===== config.mk =====
export PLATFORM = sky130hd
export DESIGN_NAME = fu_wb_arbiter
export DESIGN_NICKNAME = d
export VERILOG_FILES = /design/src/rtl/fu_wb_arbiter_pkg.sv /design/src/rtl/fu_wb_arbiter_fifo.sv /design/src/rtl/fu_wb_arbiter.sv
export SDC_FILE = /design/constraint.sdc
export NUM_CORES = 1
export LEC_CHECK = 0
export CORE_MARGIN = 8
export CORE_UTILIZATION = 50
export DETAILED_ROUTE_END_ITERATION = 10
export PLACE_DENSITY = 0.79
export SLEW_MARGIN = 20
export SYNTH_ARGS = -nofsm -noshare
export SYNTH_HDL_FRONTEND = slang
export SYNTH_SLANG_ARGS = --single-unit

===== constraint.sdc =====
create_clock -name clk -period 2.25 [get_ports clk]
set_input_delay 0.225 -clock clk [delete_from_list [all_inputs] [get_ports clk]]
set_output_delay 0.225 -clock clk [all_outputs]
set_load 0.05 [all_outputs]

===== src/rtl/fu_wb_arbiter_pkg.sv =====
// Shared core types for the FU result path: payload struct, index type and counter helper.
// Optional build macro used by the arbiter: FU_WB_PERF_EN.
package fu_wb_arbiter_pkg;

    localparam int unsigned XLEN          = 32;
    localparam int unsigned ID_W          = 6;
    localparam int unsigned PRD_W         = 7;
    localparam int unsigned NB_FU_DEFAULT = 4;

    typedef logic [$clog2(NB_FU_DEFAULT)-1:0] fu_idx_t;

    typedef struct packed {
        logic [XLEN-1:0]  pc;
        logic [ID_W-1:0]  id;
        logic [PRD_W-1:0] prd;
        logic [XLEN-1:0]  rdval;
    } fu_output_t;

    // Saturating increment, holds at all ones.
    function automatic logic [31:0] sat_inc32(input logic [31:0] v);
        return (v == 32'hFFFF_FFFF) ? v : (v + 32'd1);
    endfunction

endpackage


===== src/rtl/fu_wb_arbiter_fifo.sv =====
// Single-FU circular result FIFO; pointers carry one extra MSB to tell full from empty.
module fu_wb_fifo
    import fu_wb_arbiter_pkg::*;
#(
    parameter int unsigned BUF_DEPTH = 2
) (
    input  logic       clk,
    input  logic       rstn,
    input  logic       push_i,
    input  logic       pop_i,
    input  fu_output_t data_i,
    output logic       full_o,
    output logic       empty_o,
    output fu_output_t head_o
);

    localparam int unsigned AW = $clog2(BUF_DEPTH);

    logic [AW:0] wr_ptr_q, wr_ptr_d;
    logic [AW:0] rd_ptr_q, rd_ptr_d;
    fu_output_t  mem_q [BUF_DEPTH];
    logic        push_s, pop_s;

    assign full_o  = (wr_ptr_q[AW] != rd_ptr_q[AW]) && (wr_ptr_q[AW-1:0] == rd_ptr_q[AW-1:0]);
    assign empty_o = (wr_ptr_q == rd_ptr_q);
    assign push_s  = push_i && !full_o;
    assign pop_s   = pop_i && !empty_o;
    assign head_o  = mem_q[rd_ptr_q[AW-1:0]];

    // Pointer next-state.
    always_comb begin
        wr_ptr_d = wr_ptr_q;
        rd_ptr_d = rd_ptr_q;
        if (push_s) begin
            wr_ptr_d = wr_ptr_q + {{AW{1'b0}}, 1'b1};
        end else begin
            wr_ptr_d = wr_ptr_q;
        end
        if (pop_s) begin
            rd_ptr_d = rd_ptr_q + {{AW{1'b0}}, 1'b1};
        end else begin
            rd_ptr_d = rd_ptr_q;
        end
    end

    // Pointer registers.
    always_ff @(posedge clk or negedge rstn) begin
        if (!rstn) begin
            wr_ptr_q <= '0;
            rd_ptr_q <= '0;
        end else begin
            wr_ptr_q <= wr_ptr_d;
            rd_ptr_q <= rd_ptr_d;
        end
    end

    // Entry storage, cleared so no stale payload survives a reset.
    always_ff @(posedge clk or negedge rstn) begin
        if (!rstn) begin
            for (int i = 0; i < int'(BUF_DEPTH); i++) begin
                mem_q[i] <= '0;
            end
        end else if (push_s) begin
            mem_q[wr_ptr_q[AW-1:0]] <= data_i;
        end
    end

endmodule


===== src/rtl/fu_wb_arbiter.sv =====
// Collects FU results into per-FU FIFOs and round-robins them onto one writeback port.
// Build macro FU_WB_PERF_EN adds saturating stall/conflict counters.
module fu_wb_arbiter
    import fu_wb_arbiter_pkg::*;
#(
    parameter int unsigned NB_FU     = NB_FU_DEFAULT,
    parameter int unsigned BUF_DEPTH = 2
) (
    input  logic                     clk,
    input  logic                     rstn,
    input  logic [NB_FU-1:0]         fu_valid_i,
    output logic [NB_FU-1:0]         fu_ready_o,
    input  fu_output_t               fuoutput_i [NB_FU],
    output logic                     wb_valid_o,
    input  logic                     wb_ready_i,
    output fu_output_t               wb_o,
    output logic [$clog2(NB_FU)-1:0] wb_src_o
`ifdef FU_WB_PERF_EN
    ,
    output logic [31:0]              perf_stall_cnt_o,
    output logic [31:0]              perf_conflict_cnt_o
`endif
);

    localparam int unsigned IDX_W = $clog2(NB_FU);

    logic [NB_FU-1:0] full_s, empty_s, pop_s;
    fu_output_t       head_s [NB_FU];
    logic [IDX_W-1:0] grant_s, cand_s;
    logic             found_s, hit_s, handshake_s;
    logic             lock_q, lock_d;
    logic [IDX_W-1:0] lock_idx_q, lock_idx_d;
    logic [IDX_W-1:0] last_grant_q, last_grant_d;

    for (genvar g = 0; g < int'(NB_FU); g++) begin : g_fifo
        fu_wb_fifo #(.BUF_DEPTH(BUF_DEPTH)) u_fifo (
            .clk     (clk),
            .rstn    (rstn),
            .push_i  (fu_valid_i[g]),
            .pop_i   (pop_s[g]),
            .data_i  (fuoutput_i[g]),
            .full_o  (full_s[g]),
            .empty_o (empty_s[g]),
            .head_o  (head_s[g])
        );
    end

    assign fu_ready_o  = ~full_s;
    assign wb_valid_o  = |(~empty_s);
    assign handshake_s = wb_valid_o && wb_ready_i;
    assign wb_o        = wb_valid_o ? head_s[grant_s] : '0;
    assign wb_src_o    = wb_valid_o ? grant_s : '0;

    // Grant: the locked index during a stall, otherwise first non-empty after last_grant.
    always_comb begin
        grant_s = last_grant_q;
        found_s = 1'b0;
        cand_s  = '0;
        hit_s   = 1'b0;
        if (lock_q) begin
            grant_s = lock_idx_q;
        end else begin
            for (int unsigned k = 1; k <= NB_FU; k++) begin
                cand_s  = IDX_W'((32'(last_grant_q) + k) % NB_FU);
                hit_s   = !found_s && !empty_s[cand_s];
                grant_s = hit_s ? cand_s : grant_s;
                found_s = found_s | hit_s;
            end
        end
    end

    // One-hot pop of the granted FIFO on handshake.
    always_comb begin
        pop_s = '0;
        if (handshake_s) begin
            pop_s[grant_s] = 1'b1;
        end else begin
            pop_s = '0;
        end
    end

    // Lock and round-robin pointer next-state.
    always_comb begin
        lock_d       = lock_q;
        lock_idx_d   = lock_idx_q;
        last_grant_d = last_grant_q;
        if (handshake_s) begin
            lock_d       = 1'b0;
            last_grant_d = grant_s;
        end else if (wb_valid_o) begin
            lock_d     = 1'b1;
            lock_idx_d = grant_s;
        end else begin
            lock_d = 1'b0;
        end
    end

    // Arbiter state registers; FU0 gets first priority after reset.
    always_ff @(posedge clk or negedge rstn) begin
        if (!rstn) begin
            lock_q       <= 1'b0;
            lock_idx_q   <= '0;
            last_grant_q <= IDX_W'(NB_FU - 1);
        end else begin
            lock_q       <= lock_d;
            lock_idx_q   <= lock_idx_d;
            last_grant_q <= last_grant_d;
        end
    end

`ifdef FU_WB_PERF_EN
    logic [IDX_W:0] nonempty_cnt_s;
    logic [31:0]    stall_cnt_q, conflict_cnt_q;

    // Number of non-empty FIFOs this cycle.
    always_comb begin
        nonempty_cnt_s = '0;
        for (int i = 0; i < int'(NB_FU); i++) begin
            nonempty_cnt_s = nonempty_cnt_s + {{IDX_W{1'b0}}, ~empty_s[i]};
        end
    end

    // Saturating performance counters.
    always_ff @(posedge clk or negedge rstn) begin
        if (!rstn) begin
            stall_cnt_q    <= 32'd0;
            conflict_cnt_q <= 32'd0;
        end else begin
            if (wb_valid_o && !wb_ready_i) begin
                stall_cnt_q <= sat_inc32(stall_cnt_q);
            end
            if (nonempty_cnt_s >= (IDX_W+1)'(2)) begin
                conflict_cnt_q <= sat_inc32(conflict_cnt_q);
            end
        end
    end

    assign perf_stall_cnt_o    = stall_cnt_q;
    assign perf_conflict_cnt_o = conflict_cnt_q;
`endif

endmodule


==> key figures, run 1 <==
Setup path
  • Crit-path cells: xor2_4 > o21ai_1 > a21oi_2 > o41ai_4 > nor2_4 > buf_12 > buf_12 > a32o_2 > buf_12
  • Critical Path RT: 2.03 ns
  • CP endpoint kind: primary output
  • Crit-path most repeated cell: buf_12
  • Largest delay share family, worst path: compound AO/OA/AOI/OAI gates
  • Reg2Reg Launch Point: g_fifo[3].u_fifo.rd_ptr_q[0]$_DFFE_PN0P_
  • Bufs and invs on worst path: 3
  • Worst Reg-to-Reg Cells: 7
  • Crit Path Class: flop to primary output
  • Slowest cell on the critical path: o41ai_4
  • WP data arrival: 3.11 ns
  • Crit Path Max Fanout: 8
  • Slowest stage delay, CP: 0.54 ns
  • Critical path startpoint category: flop
  • Worst setup startpoint: g_fifo[3].u_fifo.rd_ptr_q[0]$_DFFE_PN0P_
  • R2R Setup Slk: -0.06 ns
  • Worst reg2reg path endpoint: g_fifo[0].u_fifo.rd_ptr_q[0]$_DFFE_PN0P_

Clock tree
  • CTS Buf Count: 69
  • Clock latency on the worst-skew pair: 0.60 ns
  • TritonCTS clock tree: done
  • Longest Clk Path Bufs: 3
  • TritonCTS Sinks: 637
  • H-Tree Depth: 3
  • CTS root buf: clkbuf_16
  • CTS clk-pin slew, worst paths: 0.06 ns

GRT
  • Gr usage total: 25.7%
  • Vias in the first global route: 22300
  • Gr ovfl total: 0
  • First-pass GRT wire length: 133000 µm
  • Initial antenna violation count: 17
  • Largest net degree at the start of global routing: 65

Synth
  • Ys async rst share: 100%
  • Synth Cell Area: 0.0295 mm²
  • Yosys cell types: 44
  • Syn_nets: 2435
  • Syn. warnings: 0
  • Number of flops mapped to enable cells by yosys: 0
  • Cells after synthesis: 2120
  • Yosys reg bits: 637
  • Syn_area_per_cell: 13.9 µm²
  • Primary FF master, synth: dfrtp_1
  • Fraction of the yosys area taken by sequential cells: 54.1%

Placement
  • Post-DP HPWL: 60600 µm
  • Post-Place Worst Slack: -0.398 ns
  • Post-DP Area: 0.0364 mm²
  • Port bufs: 398
  • Gpl congestion: 0.929

Outcome
  • Status: complete, but fails checks
  • Failing checks: negative setup slack

Timing
  • Worst setup margin: -1.09 ns
  • Tmin final: 3.34 ns
  • Final setup fails: 86
  • Slew Viols, Final: 0
  • Slew HR: 44.3%
  • Final worst path period share: 148%
  • RSZ-0062 raised after global routing: true
  • Slew @ Worst Pin: 0.835 ns
  • Fmax: 0.300 GHz
  • Hold Violations, Final: 0
  • Clock skew: 0.0189 ns

Drt
  • WL/cell: 26.8 µm
  • Vias per cell: 5.90
  • DRT Pass-1 Iters: 5
  • Drc violations: 0
  • Detailed Route WL: 92700 µm
  • Final ANT Viol Nets: 0
  • Via count: 20400
  • DR iter-0 viols: 1671

Die
  • Die extent in y: 259 µm
  • # IOs: 399
  • Die area: 0.0669 mm²
  • Row count: 89
  • Initial Utilization: 50.2%
  • Die X: 259 µm
  • Core area: 0.0587 mm²

Final layout
  • Share of post-route cells with drive strength above 1: 39.8%
  • P&R area growth vs syn: 35.2%
  • Final Cell Area: 0.0398 mm²
  • Final #Nets: 2939
  • Fill cells: 3931

Run
  • Max Cap Viol: 0

Min path
  • Hold WC Path Type: input port to asynchronous set/reset pin
per-stage QoR:
| stage | utilization, % | hold slack, ns | setup TNS [ns] | std cells |
|---|---|---|---|---|
| 2_1_floorplan | - | -0.0706 | -28.98 | 2120 |
| 3_3_place_gp | 62.0 | 0.163 | -18.98 | 3277 |
| 3_5_place_dp | 62.0 | 0.165 | -26.64 | 3277 |
| 4_1_cts | 66.3 | 0.134 | -70.68 | 3410 |
| 5_1_grt | 67.8 | 0.175 | -85.11 | 3455 |
| 6_report | 67.8 | 0.135 | -82.47 | 3457 |
cells in the final DEF, fill, tap and decap left out, drive strengths merged, types with 16 or more instances in the layout:
cell             n
a32o            76
mux2i          382
dfrtp          635
mux2           620
clkbuf         119
nand2          176
xnor2           16
clkdlybuf4s50  313
buf            246
cell families after synthesis:
logic type | count (synthesis) | share of synthesized area (%)
AOI/OAI and AO/OA | 96 | 3.08
xor gates and xnor gates | 20 | 0.684
buffers and inverters | 150 | 2.31
DFF | 637 | 54.1
muxes | 1002 | 36.7
and+or+nand+nor | 215 | 3.12
synthesized netlist by cell type, types with 4 or more instances:
library cell | n | area share, %
mux2_2 | 563 | 22
o21ai_0 | 6 | 0.10
buf_6 | 9 | 0.34
a32o_1 | 76 | 2.6
nand2_1 | 175 | 2.2
nand3_1 | 7 | 0.12
mux2i_1 | 382 | 13
a21oi_1 | 5 | 0.085
dfrtp_1 | 635 | 54
nand4_1 | 7 | 0.15
or2_1 | 4 | 0.085
clkbuf_1 | 65 | 0.83
xnor2_1 | 15 | 0.45
buf_1 | 36 | 0.46
mux2_1 | 57 | 2.2
buf_2 | 35 | 0.59
nand2b_1 | 5 | 0.11
nor2_1 | 4 | 0.051
area by class of cell:
type / count / area, µm² / share of cell area, %
Sequential cell: 637 / 16000 / 40.1
Multi-Input combinational cell: 1334 / 13200 / 33.2
Timing Repair Buffer: 579 / 7350 / 18.5
Clock buffer: 100 / 2010 / 5.04
Tap cell: 773 / 967 / 2.43
Clock inverter: 22 / 265 / 0.666
Antenna cell: 9 / 22.5 / 0.0566
Inverter: 3 / 13.8 / 0.0346
registers in the layout, indices dropped and copies added, names as in the netlist:
| signal | count |
|---|---|
| lock_idx_q | 2 |
| g_fifo.u_fifo.wr_ptr_q | 8 |
| g_fifo.u_fifo.rd_ptr_q | 8 |
| last_grant_q | 2 |
| g_fifo.u_fifo.mem_q | 616 |
| lock_q | 1 |
worst register-to-register path, stage by stage (launching register included):
cell and delay, ns:
dfrtp_4 0.50, xor2_4 0.18, o21ai_1 0.23, a21oi_2 0.14, o41ai_4 0.55, buf_4 0.22, nand4_1 0.18, xnor2_1 0.19
how the worst max path moves through the flow:
stage | end | slack, ns | cells after the start
after floorplan | wb_o[75] | -0.36 | 8
after global placement | wb_o[49] | -0.28 | 8
after detailed placement | wb_o[10] | -0.40 | 9
after CTS | wb_o[47] | -0.97 | 9
after global routing | wb_o[42] | -1.11 | 9
final | wb_o[42] | -1.09 | 9
repair_timing:
action                                  CTS  global route
buffers inserted                          9            14
cloned                                    1            26
endpoints found under the hold margin   197             0
pin swaps                                14            23
resized for setup                        28            42
endpoints found under the setup margin   80           118
hold buffers                              1             0
layer usage:
layer | wire (µm) | vias to the layer above | track usage, %
met4 | 2950 | 16 | 8.83
met5 | 102 | - | 0
li1 | - | 8717 | -
met1 | 37200 | 10600 | 32.6
met2 | 46000 | 820 | 43.7
met3 | 6380 | 220 | 5.47
Power of run 1 is left out: the tool's default activity adds up to more than one toggle a clock period on the data nets, which glitch-free logic cannot reach.
==> run 2: changes to the inputs <==
--- a/config.mk
+++ b/config.mk
@@ -5,11 +5,10 @@
 export SDC_FILE = /design/constraint.sdc
 export NUM_CORES = 1
 export LEC_CHECK = 0
-export CORE_MARGIN = 8
+export CORE_MARGIN = 5
 export CORE_UTILIZATION = 50
 export DETAILED_ROUTE_END_ITERATION = 10
 export PLACE_DENSITY = 0.79
-export SLEW_MARGIN = 20
 export SYNTH_ARGS = -nofsm -noshare
 export SYNTH_HDL_FRONTEND = slang
 export SYNTH_SLANG_ARGS = --single-unit
==> run 2 against run 1 <==
The flow still finishes with violations (negative setup slack). First-iteration DRC count down 22%. Routed wire length decreased by 6.1%. Final area down 1.2%. Utilization decreased by 0.81 points. Clock-buffer cell count fell by 1. Register-to-register slack improved by 0.04 ns. Die area is 4.6% lower. Clock skew grew 0.010 ns. Via count is 1.6% lower. Maximum frequency is 3.6% higher. Critical path depth unchanged. Final cell count shrank 0.93%. Highest routed layer unchanged.
==> key figures, run 2 (same netlist as run 1, synthesis figures left out) <==
Timing
  • Slew HR: 40.5% (-3.8 points)
  • Final worst path period share: 143% (-5.1 points)
  • Slew Viols, Final: 0 (unchanged)
  • Slew @ Worst Pin: 0.893 ns (+0.0573 ns)
  • Clock skew: 0.0292 ns (+0.0103 ns)
  • Final setup fails: 81 (-5.8%)
  • Hold Violations, Final: 0 (unchanged)
  • RSZ-0062 raised after global routing: true
  • Fmax: 0.310 GHz (+3.6%)
  • Tmin final: 3.22 ns (-0.115 ns)
  • Worst setup margin: -0.974 ns (+0.115 ns)

Placement
  • Gpl congestion: 0.888 (-4.5%)
  • Placed cell count: 3268 (-0.27%)
  • Post-DP HPWL: 58200 µm (-4.0%)
  • Port bufs: 398 (unchanged)
  • Post-DP Area: 0.0363 mm² (-0.43%)

Final layout
  • Share of post-route cells with drive strength above 1: 39.3% (-0.49 points)
  • Top Registers: g_fifo.u_fifo.mem_q: 616 flops, g_fifo.u_fifo.rd_ptr_q: 8 flops, g_fifo.u_fifo.wr_ptr_q: 8 flops
  • Final non-filler cell total: 3425 (-0.93%)
  • Largest register by flop count: g_fifo.u_fifo.mem_q
  • Commonest non-fill, non-tap cell in the layout: dfrtp_1
  • Final core area utilization: 67.0% (-0.81 points)
  • Max FFs per register: 616 (unchanged)
  • Fill cells: 4032 (+2.6%)
  • P&R area growth vs syn: 33.5%
  • Most frequent cells in the layout: dfrtp_1, mux2_2, mux2i_1, clkdlybuf4s50_1, nand2_1
  • Final #Nets: 2906 (-1.1%)
  • Final Cell Area: 0.0393 mm² (-1.2%)

Drt
  • Vias per cell: 5.86 (-0.69%)
  • WL/cell: 25.4 µm (-5.2%)
  • DR iter-0 viols: 1299 (-22%)
  • Via count: 20100 (-1.6%)
  • Final ANT Viol Nets: 0 (unchanged)
  • Detailed Route WL: 87000 µm (-6.1%)
  • DRT Pass-1 Iters: 5 (unchanged)
  • Drc violations: 0 (unchanged)

Die
  • Initial Utilization: 50.2% (unchanged)
  • Core area: 0.0587 mm² (unchanged)
  • Row count: 89 (unchanged)
  • Die X: 253 µm (-2.3%)
  • # IOs: 399 (unchanged)
  • Die area: 0.0639 mm² (-4.6%)
  • Die extent in y: 253 µm (-2.3%)

GRT
  • First-pass GRT wire length: 130000 µm (-2.8%)
  • Gr usage total: 26.3% (+0.58 points)
  • Largest net degree at the start of global routing: 79 (+22%)
  • Gr ovfl total: 0 (unchanged)
  • Initial antenna violation count: 15 (-2)
  • Vias in the first global route: 22100 (-0.77%)

Outcome
  • Status: complete, but fails checks
  • Failing checks: negative setup slack

Clock tree
  • CTS Buf Count: 69 (unchanged)
  • Longest Clk Path Bufs: 3 (unchanged)
  • CTS clk-pin slew, worst paths: 0.06 ns (about the same)
  • CTS root buf: clkbuf_16
  • TritonCTS Sinks: 637 (unchanged)
  • TritonCTS clock tree: done
  • Clock latency on the worst-skew pair: 0.61 ns (about the same)
  • H-Tree Depth: 3 (unchanged)

Setup path
  • WP data arrival: 3.00 ns (-0.11 ns)
  • Critical Path RT: 2.03 ns (about the same)
  • Crit Path Class: flop to primary output
  • Worst Reg-to-Reg Cells: 8 (+1)
  • CP endpoint kind: primary output
  • Crit Path Max Fanout: 41 (+33)
  • Critical path startpoint category: flop

Min path
  • Hold WC Path Type: input port to asynchronous set/reset pin

Run
  • Max Cap Viol: 0 (unchanged)
## run 2: final timing paths
check                                                               from                                        to  slack, ns
worst min register to register   g_fifo[3].u_fifo.mem_q[104]$_DFFE_PN0P_   g_fifo[3].u_fifo.mem_q[104]$_DFFE_PN0P_       0.49
worst max-delay path            g_fifo[3].u_fifo.rd_ptr_q[0]$_DFFE_PN0P_                                  wb_o[76]      -0.97
min in group clk                                          fuoutput_i[28]   g_fifo[3].u_fifo.mem_q[105]$_DFFE_PN0P_       0.25
worst min-delay path                                                rstn    g_fifo[3].u_fifo.mem_q[21]$_DFFE_PN0P_       0.17
max in group asynchronous                                           rstn    g_fifo[1].u_fifo.mem_q[59]$_DFFE_PN0P_       1.09
worst max register to register  g_fifo[3].u_fifo.rd_ptr_q[0]$_DFFE_PN0P_  g_fifo[0].u_fifo.rd_ptr_q[1]$_DFFE_PN0P_      -0.02
## run 2: worst max-delay path: stages (launching register included)
cell      delay [ns]
dfrtp_4         0.50
xor2_4          0.23
nor3_2          0.10
a311oi_4        0.37
o41ai_2         0.09
buf_4           0.15
nor2_4          0.19
buf_12          0.30
a32o_2          0.29
buf_12          0.15
## run 2: final cells by class
class | instances | area, µm² | area share, %
Inverter | 3 | 13.8 | 0.0350
Clock inverter | 23 | 348 | 0.884
Multi-Input combinational cell | 1333 | 13200 | 33.6
Clock buffer | 99 | 2080 | 5.30
Timing Repair Buffer | 547 | 6710 | 17.1
Sequential cell | 637 | 16000 | 40.6
Tap cell | 773 | 967 | 2.46
Antenna cell | 10 | 25.0 | 0.0636
## run 2: repair_timing
item	CTS	global route
cloned	2	8
hold buffers	1	0
setup buffers	5	9
gates resized for setup	31	25
pin swaps	7	17
endpoints found under the hold margin	38	0
setup endpoints to repair	81	95
## run 2: metal layers
layer | track usage (%) | vias to the layer above | routed length [µm]
li1 | - | 8646 | -
met1 | 34.2 | 10500 | 35400
met2 | 44.4 | 717 | 43300
met3 | 5.21 | 192 | 5340
met4 | 9.46 | 10 | 2940
met5 | 0 | - | 66
## run 2: metrics by stage
step                      worst slack (ns)  hold WS [ns]  setup TNS [ns]
after floorplan                     -0.361       -0.0706          -28.98
after global placement              -0.340         0.222          -17.35
after detailed placement            -0.394         0.232          -20.23
after CTS                           -0.936         0.192          -70.65
after global routing                 -1.06         0.215          -79.63
final                               -0.974         0.165          -73.25
Power of run 2 is left out for the same reason.
